### config.mk
export PLATFORM = sky130hd
export DESIGN_NAME = sr_display_scan_driver
export DESIGN_NICKNAME = d
export VERILOG_FILES = /design/src/rtl/sr_display_scan_driver.sv
export SDC_FILE = /design/constraint.sdc
export NUM_CORES = 1
export LEC_CHECK = 0
export CAP_MARGIN = 20
export CORE_ASPECT_RATIO = 1.1
export CORE_UTILIZATION = 50
export CTS_CLUSTER_DIAMETER = 50
export DETAILED_ROUTE_END_ITERATION = 12
export GPL_TIMING_DRIVEN = 0
export PLACE_DENSITY = 0.84
export SLEW_MARGIN = 20
export SYNTH_ARGS = -nofsm -noshare
export SYNTH_HDL_FRONTEND = slang
export SYNTH_SLANG_ARGS = --single-unit
### constraint.sdc
create_clock -name clk -period 3.15 [get_ports clk]
set_input_delay 0.63 -clock clk [delete_from_list [all_inputs] [get_ports clk]]
set_output_delay 0.63 -clock clk [all_outputs]
set_load 0.02 [all_outputs]
### src/rtl/sr_display_scan_driver.sv
// Serial scan driver for a multiplexed seven-segment display behind a 74HC595-style chain.
// Each digit frame {segments, one-hot select} is shifted out on sclk/dio, then latched with rclk.
module sr_display_scan_driver #(
  parameter int clk_mhz          = 100,
  parameter int sclk_khz         = 500,
  parameter int w_digit          = 4,
  parameter int w_seg            = 8,
  parameter bit msb_first        = 1'b1,
  parameter bit seg_active_low   = 1'b0,
  parameter bit digit_active_low = 1'b1
) (
  input  logic                       clk,
  input  logic                       rst,
  input  logic [w_digit*w_seg-1:0]   abcdefgh,
  input  logic [w_digit-1:0]         digit_en,
  output logic                       sclk,
  output logic                       rclk,
  output logic                       dio,
  output logic                       load_enable,
  output logic                       frame_done
);

  localparam int DIV_RAW = (clk_mhz * 1000) / (2 * sclk_khz);
  localparam int DIV     = (DIV_RAW < 1) ? 1 : DIV_RAW;
  localparam int CW      = (DIV > 1) ? $clog2(DIV) : 1;
  localparam int W       = w_seg + w_digit;
  localparam int IW      = $clog2(W);
  localparam int KW      = (w_digit > 1) ? $clog2(w_digit) : 1;

  typedef enum logic [2:0] {RESET_IDLE, LOAD, SHIFT_HI, SHIFT_LO, LATCH, GAP} state_t;

  state_t                     state_q, state_d;
  logic [CW-1:0]              cnt_q, cnt_d;
  logic [KW-1:0]              k_q, k_d;
  logic [IW-1:0]              idx_q, idx_d;
  logic [W-1:0]               frame_q, frame_d;
  logic [w_digit*w_seg-1:0]   snap_seg_q, snap_seg_d;
  logic [w_digit-1:0]         snap_en_q, snap_en_d;
  logic                       sclk_q, sclk_d, rclk_q, rclk_d, dio_q, dio_d;
  logic                       load_q, load_d, done_q, done_d;
  logic                       tick;

  // Blanking is applied before the polarity inversion, so a blank digit shows all-off.
  function automatic logic [W-1:0] build_frame(input logic [w_digit*w_seg-1:0] segs,
                                               input logic [w_digit-1:0] en,
                                               input logic [KW-1:0] k);
    logic [w_digit*w_seg-1:0] segs_sh;
    logic [w_digit-1:0]       en_sh;
    logic [w_seg-1:0]         seg;
    logic [w_digit-1:0]       sel;
    segs_sh = segs >> (int'(k) * w_seg);
    en_sh   = en >> k;
    seg     = en_sh[0] ? segs_sh[w_seg-1:0] : '0;
    sel     = w_digit'(1) << k;
    return {seg ^ {w_seg{seg_active_low}}, sel ^ {w_digit{digit_active_low}}};
  endfunction

  function automatic logic frame_bit(input logic [W-1:0] frame, input logic [IW-1:0] idx);
    logic [W-1:0] sh;
    sh = msb_first ? (frame >> (W - 1 - int'(idx))) : (frame >> idx);
    return sh[0];
  endfunction

  assign tick = (cnt_q == CW'(DIV - 1));

  always_comb begin
    logic          enter_load;
    logic [KW-1:0] k_next;
    logic [IW-1:0] idx_inc;
    logic [w_digit*w_seg-1:0] seg_src;
    logic [w_digit-1:0]       en_src;

    state_d    = state_q;
    cnt_d      = tick ? '0 : cnt_q + 1'b1;
    k_d        = k_q;
    idx_d      = idx_q;
    frame_d    = frame_q;
    snap_seg_d = snap_seg_q;
    snap_en_d  = snap_en_q;
    sclk_d     = sclk_q;
    rclk_d     = rclk_q;
    dio_d      = dio_q;
    load_d     = 1'b0;
    done_d     = 1'b0;
    enter_load = 1'b0;
    k_next     = k_q;
    idx_inc    = idx_q + 1'b1;
    seg_src    = snap_seg_q;
    en_src     = snap_en_q;

    if (tick) begin
      case (state_q)
        RESET_IDLE: enter_load = 1'b1;
        LOAD, SHIFT_LO: begin
          state_d = SHIFT_HI;
          sclk_d  = 1'b1;
        end
        SHIFT_HI: begin
          sclk_d = 1'b0;
          if (idx_q < IW'(W - 1)) begin
            idx_d   = idx_inc;
            state_d = SHIFT_LO;
            dio_d   = frame_bit(frame_q, idx_inc);
          end else begin
            state_d = LATCH;
            rclk_d  = 1'b1;
          end
        end
        LATCH: begin
          state_d = GAP;
          rclk_d  = 1'b0;
        end
        GAP: begin
          if (k_q == KW'(w_digit - 1)) begin
            k_next = '0;
            done_d = 1'b1;
          end else begin
            k_next = k_q + 1'b1;
          end
          enter_load = 1'b1;
        end
        default: state_d = RESET_IDLE;
      endcase
    end

    // Digit 0 takes a fresh snapshot; its frame is built straight from the inputs being captured.
    if (enter_load) begin
      state_d = LOAD;
      k_d     = k_next;
      idx_d   = '0;
      sclk_d  = 1'b0;
      rclk_d  = 1'b0;
      if (k_next == '0) begin
        snap_seg_d = abcdefgh;
        snap_en_d  = digit_en;
        seg_src    = abcdefgh;
        en_src     = digit_en;
        load_d     = 1'b1;
      end
      frame_d = build_frame(seg_src, en_src, k_next);
      dio_d   = frame_bit(frame_d, '0);
    end
  end

  always_ff @(posedge clk) begin
    if (rst) begin
      state_q    <= RESET_IDLE;
      cnt_q      <= '0;
      k_q        <= '0;
      idx_q      <= '0;
      frame_q    <= '0;
      snap_seg_q <= '0;
      snap_en_q  <= '0;
      sclk_q     <= 1'b0;
      rclk_q     <= 1'b0;
      dio_q      <= 1'b0;
      load_q     <= 1'b0;
      done_q     <= 1'b0;
    end else begin
      state_q    <= state_d;
      cnt_q      <= cnt_d;
      k_q        <= k_d;
      idx_q      <= idx_d;
      frame_q    <= frame_d;
      snap_seg_q <= snap_seg_d;
      snap_en_q  <= snap_en_d;
      sclk_q     <= sclk_d;
      rclk_q     <= rclk_d;
      dio_q      <= dio_d;
      load_q     <= load_d;
      done_q     <= done_d;
    end
  end

  assign sclk        = sclk_q;
  assign rclk        = rclk_q;
  assign dio         = dio_q;
  assign load_enable = load_q;
  assign frame_done  = done_q;

endmodule

== Word level (Yosys, flattened, before mapping) ==
Index checks and enable logic that the tools add are counted.
Storage, ports and cells
  flip-flop bits (word level): 69
  latch bits: 0
  bits in writable memories: 0
  bits in read-only memories: 0
  bits of input ports: 38
  output and inout bits: 5
  logic and storage cells: 78
  memories kept: 0
Cells by class
  add/subtract/negate cells: 4
  multiply operators: 0
  divide/modulo/power cells: 0
  magnitude comparators: 1
  equality and inequality tests: 9
  shift operators: 4
  multiplexer cells: 23
  bitwise logic cells: 5
  reductions and logical operators: 19
Operators with widths (count)
  32-bit two-way mux: 2
  12-bit by 32-bit >> shifter with 1-bit output: 1
  32-bit by 5-bit >> shifter with 8-bit output: 1
  3-bit one-hot mux with 4 select lines: 1
  1-bit two-way mux: 11
  2-bit nonzero test: 5
  2-bit OR reduction: 5
  3-bit AND reduction: 3
  4-bit two-way mux: 2
  8-bit two-way mux: 1
  7-bit by 1-bit adder with 7-bit output, second input constant: 1
  7-bit == test, second input constant: 1
  3-bit by 2-bit == test with 1-bit output, second input constant: 2
  3-bit == test, second input constant: 2
  2-bit two-way mux: 3
  2-bit AND reduction: 3
  4-bit by 4-bit subtractor with 5-bit output, first input constant: 1
  4-bit by 1-bit adder with 4-bit output, second input constant: 1
  4-bit less-than comparator, second input constant: 1
  1-bit inverter: 4
  4-bit inverter: 1
  1-bit one-hot mux with 2 select lines: 2
  1-bit by 2-bit left shift with 4-bit output, first input constant: 1
  4-bit by 2-bit >> shifter with 1-bit output: 1
  9 further kinds: 9

== Longest topological paths before layout ==
Gate-level depths: netlist of run 1.
  depth in word-level cells: 10
  depth in mapped cells: 10
  mapped depth without buffers: 7

== Least setup slack after synthesis of run 1 ==
Ideal clock, no wire load.
  path kind: reg-to-reg
  start point: reg cnt_q[0]
  end point: reg frame_q[10]
  library setup time: 0.085 ns
  arrival: 2.101 ns
  required time: 3.065 ns
  slack: 0.965 ns
  cell stages (with the launch flop): 8
  path buffers: 1
  clock period less this slack: 2.185 ns
  path through: dfxtp_1 -> ha_1 -> nor4bb_1 -> buf_2 -> nand4_1 -> nand2_4 -> mux4_2 -> o31ai_2
Between the ends
  longest elaborated chain between the ends: 7
  elaborated cells between the ends (all ways): 11
  those cells by class: 1 x eq/ne; 2 x shift; 7 x mux; 1 x reduce/logical
RTL lines
  start: declaration: RTL line 33  | logic [CW-1:0] cnt_q, cnt_d;
  start signal: assignment: RTL line 161  | cnt_q <= cnt_d;
  7-bit == test *: RTL line 64  | assign tick = (cnt_q == CW'(DIV - 1));
  2-bit two-way mux: RTL line 91  | if (tick) begin
  2-bit logical NOT: RTL line 133  | if (k_next == '0) begin
  32-bit two-way mux or 4-bit two-way mux (tied branches)
  32-bit two-way mux or 4-bit two-way mux (tied branches): RTL line 127  | if (enter_load) begin
  32-bit by 5-bit >> shifter with 8-bit output or 4-bit by 2-bit >> shifter with 1-bit output (tied branches): RTL line 51, 52
  8-bit two-way mux: RTL line 53  | seg = en_sh[0] ? segs_sh[w_seg-1:0] : '0;
  end signal: assignment: RTL line 164  | frame_q <= frame_d;
  end: declaration: RTL line 36  | logic [W-1:0] frame_q, frame_d;
Every way passes the cells marked *; elsewhere a longest branch is shown, timed or not. The select of a mux whose other input is x is not followed.
A chain may end at the register's enable or synchronous reset.

== Worst setup path after layout of run 1 ==
  start point: reg cnt_q[0]
  end point: reg frame_q[4]
The elaborated chain is that of the path after synthesis.

==> metrics.txt, run 1 <==
status finished, final reports clean; layout cell share with drive strength beyond 1 roughly 14%; R2R depth 7; count of boundary I/O pins 43; Area Overhead vs Synth 24.91%; die area approximately 6400 um^2; post-DP HPWL between 4 and 5 mm; launch point of the worst reg-to-reg path cnt_q[0]$_SDFF_PP0_; Post-Syn Area approximately 3000 um^2; Synth Area per Inst between 9 and 10 um^2; startpoint types flop; total track usage approximately a quarter; first-pass GRT wire length between 10 and 15 mm; Seq/Total Area, Yosys around two fifths; final core area utilization 65.17%; Via Count around 2.5k; clock sinks 60; RSZ-0062 raised after global routing false; Initial Util approximately 52%; die height approximately 84 um; wirelength, routed 6.995 mm; grt total ovfl 0; Clock Tree Root clkbuf_8; CTS tree done; Critical Path AT ~2.9 ns; Max Slew Vio Count 0; # Max-Cap Violations 0; Peak VDD IR 0.2789 mV; pre-CTS setup slack 0.6308 ns; Clock Skews between 0.01 and 0.015 ns; Worst Path Max Fanout 10; Wirelength per Cell approximately 16 um; relative slew slack 57.41%; clock latency on the worst-skew pair ~0.34 ns; DRT antenna net count 0; measured slew at the worst slew-check pin ~0.64 ns; Pre-antenna DRT Iters 6; Syn Inst Count between 300 and 400; maximum buffer depth of the clock tree 2; largest net degree at the start of global routing 11; reg2reg setup slack 0.55 ns; final period utilization about 83%; P per Cell Area 449.3 nW/um^2; Fmax roughly 0.38 GHz; CP endpoint kind flop; HP Start cnt_q[0]$_SDFF_PP0_; reg-to-reg endpoint frame_q[4]$_SDFFE_PP0P_; die width between 70 and 80 um; Post-synth EDFFs 0; register area around 1200 um^2; area of the core 5806 um^2; PnR worst setup slack 0.5493 ns; syn_nets 352; Synth cell types 63; H-tree depth 3; post-CTS setup buffers 0; Main synth FF type dfxtp_1; vias in the first global route between 2k and 3k; Post-Route Setup TNS 0 ns; number of synthesized register bits 60; Fillers between 400 and 500; clock slew seen by the registers of the worst setup and hold paths around 0.070 ns; Pleak 0.001413 uW; DRC 0; post_cts resized 0; Req. time, crit path about 3.4 ns; diode count 0; Via density 5.685; nets 405; hold buffer count at CTS 0; row count 29; initial antenna violation count 0; RD Place Congestion between 0.9 and 1; Worst Hold Depth 1; fin crit period about 2.6 ns; Initial DRC Count 192; hold-critical path endpoint cnt_q[0]$_SDFF_PP0_; Port Buffers 42; fraction of synthesis flops using an asynchronous set or reset pin 0%; yosys warns 0; CP Class reg2reg; CTS buffer count 9; multi-input combinational cell area 1594 um^2; final hold vios 0; Setup Viol. Count Final 0; worst hold path type reg2reg
[worst max path at each step]
| stage | from | endpoint | slack (ns) | cells past startpoint |
|---|---|---|---|---|
| after floorplan | cnt_q[0]$_SDFF_PP0_ | frame_q[10]$_SDFFE_PP0P_ | 0.96 | 7 |
| after global placement | rst | snap_seg_q[9]$_SDFFE_PP0P_ | 0.67 | 6 |
| after detailed placement | cnt_q[0]$_SDFF_PP0_ | frame_q[10]$_SDFFE_PP0P_ | 0.63 | 7 |
| after CTS | cnt_q[0]$_SDFF_PP0_ | frame_q[4]$_SDFFE_PP0P_ | 0.56 | 7 |
| after global routing | cnt_q[0]$_SDFF_PP0_ | frame_q[4]$_SDFFE_PP0P_ | 0.31 | 7 |
| final | cnt_q[0]$_SDFF_PP0_ | frame_q[4]$_SDFFE_PP0P_ | 0.55 | 7 |
[critical path, cell delays in order (launching register included)]
cell and delay (ns):
dfxtp_1 0.35, ha_1 0.22, nor4bb_1 0.39, buf_2 0.31, nand4_1 0.23, nand2_4 0.25, mux4_2 0.55, o31ai_2 0.21
[state kept, by name, summed over array words and instances (netlist names), 2 cells and up]
register,cells
cnt_q,7
k_q,2
state_q,3
snap_en_q,3
idx_q,4
snap_seg_q,24
frame_q,12
[layer usage]
layer,up-vias,wire length [um],GRT usage (%)
met2,79,3512,40.05
li1,1225,-,-
met1,1204,2979,29.06
met5,-,0,0
met3,16,350,5.683
met4,0,153,10.31
[power breakdown]
group | internal [uW] | total [uW] | switching [uW]
logic | 58.3 | 98.1 | 39.8
registers | 763 | 767 | 4.07
clock network | 540 | 835 | 295
[cell type report]
type,instances,area share (%)
Tap cell,77,2.546
Multi-Input combinational cell,200,42.13
Timing Repair Buffer,42,11.11
Inverter,31,3.075
Buffer,19,3.108
Clock buffer,10,3.638
Sequential cell,60,31.75
Clock inverter,5,2.646
[placed cells by master, fill, tap and decap left out, drive strengths merged, types with 4 or more instances in the layout]
master         synthesis  routed
a22o                  25      25
nand3                  6       6
xnor2                  5       5
buf                   12      12
a21oi                  7       7
nor2                  28      28
o21ai                  7       7
o31ai                 10      10
ha                     4       4
xor2                   5       5
nor3b                  4       4
mux4                   9       9
clkdlybuf4s50          0      42
nand4                  4       4
nor3                   4       4
dfxtp                 60      60
clkbuf                 7      17
inv                   31      31
nor2b                  5       5
nand2                 23      23
mux2i                  9       9
and2                   4       4
[kinds of logic after synthesis]
family | Yosys count | share of synthesized area [%]
muxes | 19 | 10.04
buffers and inverters | 50 | 7.724
AOI/OAI and AO/OA | 74 | 21.19
xor gates and xnor gates | 10 | 2.891
and+or+nand+nor | 93 | 16.85
DFF | 60 | 39.65
adders and majority gates | 4 | 1.652
[Yosys cell counts, types with 5 or more instances]
cell type	n	area share, %
a21oi_1	7	1.2
a22o_1	25	7.2
clkbuf_1	7	0.87
dfxtp_1	60	40
inv_1	31	3.8
mux2i_1	9	3.0
mux4_2	9	6.7
nand2_1	22	2.7
nand3_1	6	0.99
nor2_1	27	3.3
nor2b_1	5	1.0
o21ai_0	5	0.83
o31ai_2	7	2.9
xnor2_1	5	1.4
xor2_1	5	1.4
[per-stage QoR]
step	hold slack [ns]	cell area, um^2	std cells	total power, uW
4_1_cts	0.4480	3784	444	1711
3_3_place_gp	0.4246	3546	429	879.6
3_5_place_dp	0.4343	3546	429	881.9
2_1_floorplan	0.4132	3029	310	821.4
5_1_grt	0.4788	3784	444	1758
6_report	0.4460	3784	444	1700
Note: power is estimated with default switching activity, not from simulation.
==> inputs of run 2 (changes only) <==
- clock period: 3.15 -> 2.71 ns (I/O delays scaled with it)
==> run 2 against run 1 <==
  * Count of clock-buffer cells in the layout unchanged
  * Wire length about the same
  * Sequential power increased by 16%
  * Non-clock buffer count unchanged
  * Final cell count unchanged
  * Critical endpoint unchanged
==> metrics.txt, run 2 (synthesized netlist as in run 1, its figures left out) <==
status finished, final reports clean; Largest Register snap_seg_q; most common cell after layout, fill and taps aside dfxtp_1; # Max-Cap Violations 0; row count 29; clock sinks 60; initial antenna violation count 0; total track usage 23.86%; most frequent cells in the layout dfxtp_1, clkdlybuf4s50_1, inv_1, nor2_1, a22o_1; die height about 84 um; measured slew at the worst slew-check pin between 0.6 and 0.7 ns; Via Count 2549; worst hold path type reg2reg; Port Buffers 42; startpoint types flop; maximum buffer depth of the clock tree 2; total power slightly below 2000 uW; RD Place Congestion between 0.9 and 1; post-CTS setup buffers 0; nets 405; CTS buffer count 9; die width ~76 um; cell chain of the critical path ha_1, nor4bb_2, clkbuf_4, nand4_1, nand2_4, mux4_2, o31ai_2; multi-input combinational cell area approximately 1600 um^2; Fmax roughly 0.4 GHz; post_cts resized 0; biggest regs snap_seg_q (24), frame_q (12), cnt_q (7); register area about 1200 um^2; slowest stage delay, CP roughly 0.55 ns; Req. time, crit path 2.96 ns; grt total ovfl 0; Fillers 477; CTS tree done; Worst Hold Depth 1; layout cell share with drive strength beyond 1 around 15%; wirelength, routed ~7 mm; relative slew slack between 50 and 60%; area of the core between 5000 and 6000 um^2; hold buffer count at CTS 0; Clock Skews a little under 0.01 ns; Initial Util around 52%; Worst Path Max Fanout 10; critical path's slowest cell mux4_2; die area around 6400 um^2; DRC 0; fin crit period between 2 and 3 ns; CP Class reg2reg; DRT antenna net count 0; vias in the first global route about 2.5k; final hold vios 0; Peak VDD IR roughly 0.32 mV; clock latency on the worst-skew pair approximately 0.34 ns; final instance area 3792 um^2; max reg flops 24; Post-Route Setup TNS 0 ns; Pre-antenna DRT Iters 4; Setup Viol. Count Final 0; post-placement cell area between 3000 and 4000 um^2; Initial DRC Count roughly 190; final period utilization just over 90%; H-tree depth 3; largest net degree at the start of global routing 11; CP endpoint kind flop; R2R depth 7; first-pass GRT wire length about 12 mm; Critical Path AT 2.77 ns; count of boundary I/O pins 43; Clock Tree Root clkbuf_8; Area Overhead vs Synth 25.20%; Via density around 5.7; Wirelength per Cell ~16 um; clock slew seen by the registers of the worst setup and hold paths roughly 0.07 ns; diode count 0; post-DP HPWL around 5.0 mm; Max Slew Vio Count 0; P per Cell Area about 520 nW/um^2; final core area utilization about 65%; Pleak between 0.001 and 0.0015 uW
run 2: path summary, 6_finish.rpt:
check	slack, ns	startpoint	end
hold reg to reg	0.45	cnt_q[0]$_SDFF_PP0_	cnt_q[0]$_SDFF_PP0_
hold / removal	0.45	cnt_q[0]$_SDFF_PP0_	cnt_q[0]$_SDFF_PP0_
setup reg to reg	0.19	cnt_q[0]$_SDFF_PP0_	frame_q[4]$_SDFFE_PP0P_
setup / recovery	0.19	cnt_q[0]$_SDFF_PP0_	frame_q[4]$_SDFFE_PP0P_
run 2: layout make-up:
class                           count  area share, %
Multi-Input combinational cell    200          42.20
Sequential cell                    60          31.67
Timing Repair Buffer               42          11.09
Clock buffer                       10          3.629
Buffer                             19          3.167
Inverter                           31          3.068
Clock inverter                      5          2.639
Tap cell                           77          2.540
run 2: critical path, delay by kind of cell, from the launching register on:
| kind | cells | cell delay, ns |
|---|---|---|
| simple gates | 3 | 0.81 |
| mux | 1 | 0.55 |
| flops | 1 | 0.35 |
| buf+inv | 1 | 0.28 |
| fa+ha+maj | 1 | 0.22 |
| compound gates | 1 | 0.21 |
run 2: through the flow:
| stage | instances | hold WS (ns) | worst slack [ns] |
|---|---|---|---|
| after floorplan | 310 | 0.4132 | 0.5245 |
| after global placement | 429 | 0.4246 | 0.2434 |
| final | 444 | 0.4464 | 0.1947 |
| after global routing | 444 | 0.4787 | -0.01785 |
| after CTS | 444 | 0.4480 | 0.1203 |
| after detailed placement | 429 | 0.4343 | 0.1908 |
run 2: report_power, final:
part	internal (uW)	total [uW]	leakage, uW	switching (uW)
sequential	887	892	0.000484	4.98
clock	627	968	0.000122	341
combinational	67.9	114	0.000807	46.2
run 2: routing by layer:
metal	part of all wire [%]	routed length (um)	track usage, %	vias to the layer above
li1	-	-	-	1228
met1	43	3006	29.06	1211
met2	50	3482	40.05	96
met3	4.9	344	5.683	14
met4	2.2	157	10.31	0
met5	0	0	0	-
==> inputs of run 3 (changes only) <==
- CAP_MARGIN: 20 -> unset
==> results of run 3 <==
Same layout as run 2: the final DEF is identical, and so are final timing and power.
